### src/rtl/color_window_sampler.sv
`default_nettype none
// ============================================================================
// color_window_sampler : per-frame RGB average over a square window, optional
// IIR smoothing, and button-driven capture of a reference colour.
// Revision : 1.0  initial release
// ============================================================================
module color_window_sampler #(
    parameter int PIX_W      = 8,
    parameter int HCNT_W     = 12,
    parameter int VCNT_W     = 11,
    parameter int H_START    = 144,
    parameter int V_START    = 104,
    parameter int WIN_LOG2   = 5,
    parameter int FILT_SHIFT = 0
) (
    input  logic                PClk,
    input  logic                rst_n,
    input  logic [HCNT_W-1:0]   VtcHCnt,
    input  logic [VCNT_W-1:0]   VtcVCnt,
    input  logic [3*PIX_W-1:0]  RGB24,
    input  logic                btn_ColorExtract,
    input  logic                sw_ColorClear,
    output logic [3*PIX_W-1:0]  avg_rgb,
    output logic                avg_valid,
    output logic [3*PIX_W-1:0]  RGB_detect,
    output logic                in_window
);

    localparam int                c_N      = 1 << WIN_LOG2;
    localparam int                c_SUM_W  = PIX_W + 2 * WIN_LOG2;
    localparam logic [HCNT_W:0]   c_H_LO   = (HCNT_W+1)'(H_START);
    localparam logic [HCNT_W:0]   c_H_HI   = (HCNT_W+1)'(H_START + c_N);
    localparam logic [VCNT_W:0]   c_V_LO   = (VCNT_W+1)'(V_START);
    localparam logic [VCNT_W:0]   c_V_HI   = (VCNT_W+1)'(V_START + c_N);
    localparam logic [HCNT_W-1:0] c_H_LAST = HCNT_W'(H_START + c_N - 1);
    localparam logic [VCNT_W-1:0] c_V_LAST = VCNT_W'(V_START + c_N - 1);

    typedef enum logic [1:0] {
        ST_WAIT_SOF = 2'd0,
        ST_ACCUM    = 2'd1,
        ST_DONE     = 2'd2
    } state_t;

    state_t               state_q;
    logic [c_SUM_W-1:0]   sum_q  [3];
    logic [c_SUM_W-1:0]   sum_d  [3];
    logic [PIX_W-1:0]     filt_q [3];
    logic [PIX_W-1:0]     filt_d [3];
    logic [PIX_W-1:0]     pix    [3];
    logic [PIX_W-1:0]     raw    [3];
    logic signed [PIX_W:0] diff  [3];
    logic signed [PIX_W:0] step  [3];
    logic signed [PIX_W:0] upd   [3];
    logic                 first_q;
    logic                 row0_q;
    logic                 btn_q;
    logic                 avg_valid_q;
    logic                 in_window_q;
    logic [3*PIX_W-1:0]   detect_q;
    logic                 win_hit;
    logic                 row0;
    logic                 frame_start;
    logic                 last_px;

    assign win_hit = ({1'b0, VtcHCnt} >= c_H_LO) && ({1'b0, VtcHCnt} < c_H_HI) &&
                     ({1'b0, VtcVCnt} >= c_V_LO) && ({1'b0, VtcVCnt} < c_V_HI);
    assign row0        = (VtcVCnt == '0);
    // Row 0 lasts a whole line; only its first cycle starts a new frame.
    assign frame_start = row0 && !row0_q;
    assign last_px     = (VtcHCnt == c_H_LAST) && (VtcVCnt == c_V_LAST);

    always_comb begin
        pix[2] = RGB24[3*PIX_W-1 -: PIX_W];
        pix[1] = RGB24[2*PIX_W-1 -: PIX_W];
        pix[0] = RGB24[PIX_W-1:0];
        for (int c = 0; c < 3; c++) begin
            sum_d[c]  = (frame_start ? '0 : sum_q[c]) + (win_hit ? c_SUM_W'(pix[c]) : '0);
            raw[c]    = sum_d[c][c_SUM_W-1:2*WIN_LOG2];
            diff[c]   = $signed({1'b0, raw[c]}) - $signed({1'b0, filt_q[c]});
            step[c]   = diff[c] >>> FILT_SHIFT;
            upd[c]    = $signed({1'b0, filt_q[c]}) + step[c];
            filt_d[c] = first_q ? raw[c] : upd[c][PIX_W-1:0];
        end
    end

    always_ff @(posedge PClk) begin
        if (!rst_n) begin
            state_q     <= ST_WAIT_SOF;
            first_q     <= 1'b1;
            row0_q      <= 1'b0;
            btn_q       <= 1'b0;
            avg_valid_q <= 1'b0;
            in_window_q <= 1'b0;
            detect_q    <= '1;
            for (int c = 0; c < 3; c++) begin
                sum_q[c]  <= '0;
                filt_q[c] <= '0;
            end
        end else begin
            row0_q      <= row0;
            btn_q       <= btn_ColorExtract;
            in_window_q <= win_hit;
            avg_valid_q <= 1'b0;
            case (state_q)
                ST_WAIT_SOF: begin
                    if (row0) begin
                        state_q <= ST_ACCUM;
                    end
                    for (int c = 0; c < 3; c++) begin
                        sum_q[c] <= row0 ? sum_d[c] : '0;
                    end
                end
                ST_ACCUM: begin
                    // The final pixel is folded in and the result published on the same edge.
                    if (last_px) begin
                        state_q     <= ST_DONE;
                        first_q     <= 1'b0;
                        avg_valid_q <= 1'b1;
                        for (int c = 0; c < 3; c++) begin
                            sum_q[c]  <= '0;
                            filt_q[c] <= filt_d[c];
                        end
                    end else begin
                        for (int c = 0; c < 3; c++) begin
                            sum_q[c] <= sum_d[c];
                        end
                    end
                end
                default: begin
                    state_q <= ST_WAIT_SOF;
                    for (int c = 0; c < 3; c++) begin
                        sum_q[c] <= '0;
                    end
                end
            endcase
            if (sw_ColorClear) begin
                detect_q <= '1;
            end else if (btn_ColorExtract && !btn_q) begin
                detect_q <= avg_rgb;
            end
        end
    end

    assign avg_rgb    = {filt_q[2], filt_q[1], filt_q[0]};
    assign avg_valid  = avg_valid_q;
    assign RGB_detect = detect_q;
    assign in_window  = in_window_q;

endmodule
`default_nettype wire

### config.mk
export PLATFORM = sky130hd
export DESIGN_NAME = color_window_sampler
export DESIGN_NICKNAME = d
export VERILOG_FILES = /design/src/rtl/color_window_sampler.sv
export SDC_FILE = /design/constraint.sdc
export NUM_CORES = 1
export LEC_CHECK = 0
export ABC_AREA = 0
export CAP_MARGIN = 20
export CORE_UTILIZATION = 60
export CTS_CLUSTER_DIAMETER = 80
export DETAILED_ROUTE_END_ITERATION = 10
export PLACE_DENSITY_LB_ADDON = 0.2
export SETUP_SLACK_MARGIN = 0.05
export SYNTH_ARGS = -nofsm -noshare
export SYNTH_HDL_FRONTEND = slang
export SYNTH_SLANG_ARGS = --single-unit
### constraint.sdc
create_clock -name PClk -period 16.1 [get_ports PClk]
set_input_delay 4.025 -clock PClk [delete_from_list [all_inputs] [get_ports PClk]]
set_output_delay 4.025 -clock PClk [all_outputs]
set_load 0.01 [all_outputs]
# Word level (Yosys, flattened, before mapping)
# Memories as Yosys holds them, arrays and structs flattened.
# Cells that the tools add are included.
word_totals:
  ff_bits: 31
  mem_bits_rw: 78
  input_bits: 51
  out_inout_bits: 50
  elab_cells: 102
  mem_count: 2
mem_list:
  columns: ["memory", "depth", "word_bits", "rd", "rd_clocked_by_memory_dff", "write_ports", "line_no", "source"]
  rows:
  - ["sum_q", 3, 18, 3, 0, 3, "45", "logic [c_SUM_W-1:0] sum_q [3];"]
  - ["filt_q", 3, 8, 3, 0, 3, "47", "logic [PIX_W-1:0] filt_q [3];"]
classes:
  add_sub_neg: 9
  magnitude_cmp: 4
  n_eq_ne: 5
  mux: 45
  n_bitwise: 16
  reduce_logical: 14
op_table:
  columns: ["cell", "count"]
  rows:
  - ["$mux 18", 18]
  - ["$mux 8", 9]
  - ["$add 18x8->18", 3]
  - ["$add 8x8->8", 3]
  - ["$sub 8x8->8", 3]
  - ["$mux 1", 15]
  - ["$or 1x1->1", 15]
  - ["$eq 12x8->1 const B", 1]
  - ["$ge 12x8->1 const B", 1]
  - ["$lt 12x8->1 const B", 1]
  - ["$eq 11x8->1 const B", 1]
  - ["$ge 11x7->1 const B", 1]
  - ["$logic_not 11->1", 1]
  - ["$lt 11x8->1 const B", 1]
  - ["$logic_and 1x1->1", 6]
  - ["$mux 2", 2]
  - ["$ne 2x2->1 const B", 2]
  - ["$pmux 2 s2", 1]
  - ["$reduce_and 2->1", 2]
  - ["$reduce_or 2->1", 2]
  - ["$eq 2x1->1 const B", 1]
  - ["$logic_not 1->1", 2]
  - ["$logic_not 2->1", 1]
  - ["$not 1->1", 1]

# Longest topological paths before layout
logic_depth:
  depth_word: 11
  mapped_depth: 24

# Least setup slack after synthesis
# Ideal clock, no wire load.
synth_path:
  path_type: "input -> register"
  start: "input VtcVCnt[9]"
  end: "memory filt_q[2][7], in the netlist filt_q[0][23] (data pin)"
  setup_time_ns: 0.258
  arrival_time_ns: 8.363
  required_ns: 15.842
  slack_ns: 7.479
  stages: 23
  cell_sequence: "nor3_1 -> and4b_2 -> and3_1 -> clkbuf_1 -> and2_1 -> ha_1 -> inv_1 -> fa_1 -> nor2b_1 -> o31ai_1 -> a21oi_1 -> nand2_1 -> xor2_1 -> nor2_1 -> ha_1 -> xor2_1 -> fa_1 -> a21oi_1 -> o21ai_0 -> mux2i_1 -> nand3_1 -> xnor2_1 -> nor2_1"
synth_lines:
  columns: ["item", "line_no", "source"]
  rows:
  - ["from (decl)", "19", "input logic [VCNT_W-1:0] VtcVCnt,"]
  - ["to (decl)", "47", null]

==> metrics <==
synth unique cells 64; fraction of layout cells with a size suffix above 1 6.32%; Seq cells post-synth 109; Slew Limit Fails 0; placed insts 1069; run status finished, final reports clean; leakage 3.98 nW; max cap viols 0; CP Class input port to flip-flop; detailed-route wire length approximately 17000 um; Final ANT Viol Nets 0; RSZ-0062 raised after global routing no; DRT Pass-1 Iters 5; Core Area 0.0121 mm^2; # fillers 877; io pins 101; cts bufs inserted 9; H-Tree Depth 3; CTS Buffer Depth 2; Crit Path Max Fanout 25; Post-Syn Area per Cell 9.76 um^2; largest net degree at the start of global routing 35; die area 0.0129 mm^2; setup_tns 0 ps; Req. time, crit path between 15000 and 20000 ps; P per Cell Area about 70 mW/mm^2; Slew headroom around two fifths; crit path cell chain clkdlybuf4s50_1 -> nor3_1 -> and4b_2 -> and3_1 -> and2_1 -> ha_1 -> inv_1 -> fa_1 -> nor2b_1 -> o31ai_1 -> a21oi_1 -> nand2_1 -> xor2_1 -> nor2_1 -> ha_1 -> xor2_1 -> fa_1 -> a21oi_1 -> o21ai_0 -> mux2i_1 -> nand3_1 -> xnor2_1 -> nor2_1; Min Hold Slack 469 ps; Syn Inst Count 768; Period Utilization, post-route 63.2%; root buf cell clkbuf_16; clock slew at reported path FFs roughly 70 ps; first-pass GRT wire length 27700 um; EDFF count, synth 78; via/cell ratio approximately 5.6; DPL Wire Length 12800 um; initial antenna violation count 0; dominant synthesized flop cell edfxtp_1; Die X approximately 110 um; Chip Height 114 um; most common cell after layout, fill and taps aside clkdlybuf4s50_1; Critical Path End Type flip-flop; leading area contributor after synthesis edfxtp_1; Peak VDD IR 76.6 uV; Hold Path Class flip-flop to flip-flop; I/O Buffers 100; number of nets in the layout ~1.0k; Post-Layout Cell Count 1086; Slowest-stage cell, CP and3_1; initial core utilization roughly 62%; average wire per standard cell 15.6 um; Iteration-0 DRC Markers 545; CTS Hold Bufs 0; post-synth top area share 31.2%; GPL Wtd Cong roughly 0.89; DR vias 6045; post-synthesis instance area 0.00750 mm^2; CP arrival a little over 10000 ps; fmax 98.2 MHz; final setup violation count 0; CTS tree built; most frequent cells in the layout 100 x clkdlybuf4s50_1, 78 x edfxtp_1, 75 x nor2_1, 75 x ha_1, 63 x nand2_1; vias in the first global route 6067; post-CTS setup buffers 0; Hold Fails Final Rpt 0; DRC viols 0; # rows 40; total grt overflow 0; Clock Sinks 109; CP startpoint kind input port; Synth warnings 0; sequential fraction of the synthesis area between 30% and 40%; Setup Skew between 9 and 10 ps; main area contributors after synthesis edfxtp_1 31%, ha_1 13%, dfxtp_1 8.3%; total track usage roughly 27%; PostCTS Resize Cnt 0; Area Overhead vs Synth 21.7%; Worst Tran Pin Value 887 ps; min cycle time layout 10180 ps; Skew-Pair Late Insertion Delay 350 ps; # diodes 0; CP max stage delay 600 ps; Async S/R FF share, synth 0%
-- layout make-up --
cell class | instances | area, um^2 | area share (%)
multi-input cells | 650 | 4460 | 48.9
flip-flops and latches | 109 | 2960 | 32.5
clock inverters | 5 | 75.1 | 0.822
inverters | 38 | 148 | 1.62
repair buffers | 105 | 1040 | 11.4
clock buffers | 11 | 233 | 2.55
well taps | 168 | 210 | 2.30
-- routing by layer --
metal | GRT usage, % | wire length, um | part of all wire (%) | vias up
li1 | - | - | - | 2952
met2 | 52.6 | 9240 | 54 | 171
met5 | 0 | 0 | 0 | -
met1 | 30.1 | 6690 | 39 | 2894
met4 | 8.57 | 281 | 1.7 | 0
met3 | 5.10 | 754 | 4.4 | 28
-- registers in the layout (all words and copies together), names as in the netlist --
signal	count
first_q	1
in_window	1
row0_q	1
state_q	2
sum_q	54
filt_q	24
RGB_detect	24
avg_valid	1
btn_q	1
-- stage by stage --
step	setup slack, ps	util, %	instance area, um^2	total power, mW
floorplan	7480	-	7700	0.376
finish	5920	75.4	9130	0.644
global route	5380	75.4	9130	0.665
detailed placement	5620	72.8	8810	0.413
global placement	5920	72.8	8810	0.407
CTS	5930	75.3	9120	0.646
-- worst max-delay path, delay by kind of cell --
family,cells,cell delay [ps]
compound gates,4,950
xor+xnor,3,760
fa+ha+maj,4,1380
buf+inv,2,480
mux,1,190
simple gates,9,2460
-- where the power goes --
part           internal (mW)  switching [mW]  total [mW]  leakage, nW
Sequential             0.309         0.00677       0.316         1.06
Combinational         0.0453          0.0471      0.0925         2.77
Clock                  0.136           0.100       0.236        0.153
Total                  0.490           0.154       0.644         3.98
-- synth_stat cells, drive strengths merged (2+ instances only) --
library cell / instances
clkbuf: 15
o21a: 5
o21bai: 3
o211a: 2
inv: 37
o21ai: 17
and2: 54
xor2: 50
o32ai: 2
a21o: 8
o22ai: 13
or2: 21
nand2: 64
and4: 7
nor2: 75
fa: 6
nand3: 25
edfxtp: 78
buf: 9
xnor2: 18
o211ai: 26
nand4: 7
a21oi: 23
mux2i: 6
nor4: 9
dfxtp: 31
nand2b: 5
a211oi: 12
and3: 11
nor2b: 13
o2111ai: 3
nor3: 23
and4b: 2
ha: 75
-- cells by family after synthesis --
family / synth area share, %
compound gates: 11.2
xor+xnor: 7.94
fa+ha+maj: 14.1
buf+inv: 3.69
flops: 39.5
mux: 0.951
other cells: 0.0500
simple gates: 22.5
-- final timing paths --
check | from | end | slack [ps] | depth (start not counted)
setup reg to reg | row0_q$_SDFF_PN0_ | filt_q[0][23]$_SDFFCE_PN0P_ | 10560 | 21
setup / recovery | VtcVCnt[9] | filt_q[0][23]$_SDFFCE_PN0P_ | 5920 | 23
hold / removal | RGB_detect[23]$_SDFFE_PP1P_ | RGB_detect[23]$_SDFFE_PP1P_ | 470 | 2
hold reg to reg | RGB_detect[23]$_SDFFE_PP1P_ | RGB_detect[23]$_SDFFE_PP1P_ | 470 | 2
(Power assumes the default switching activity.)
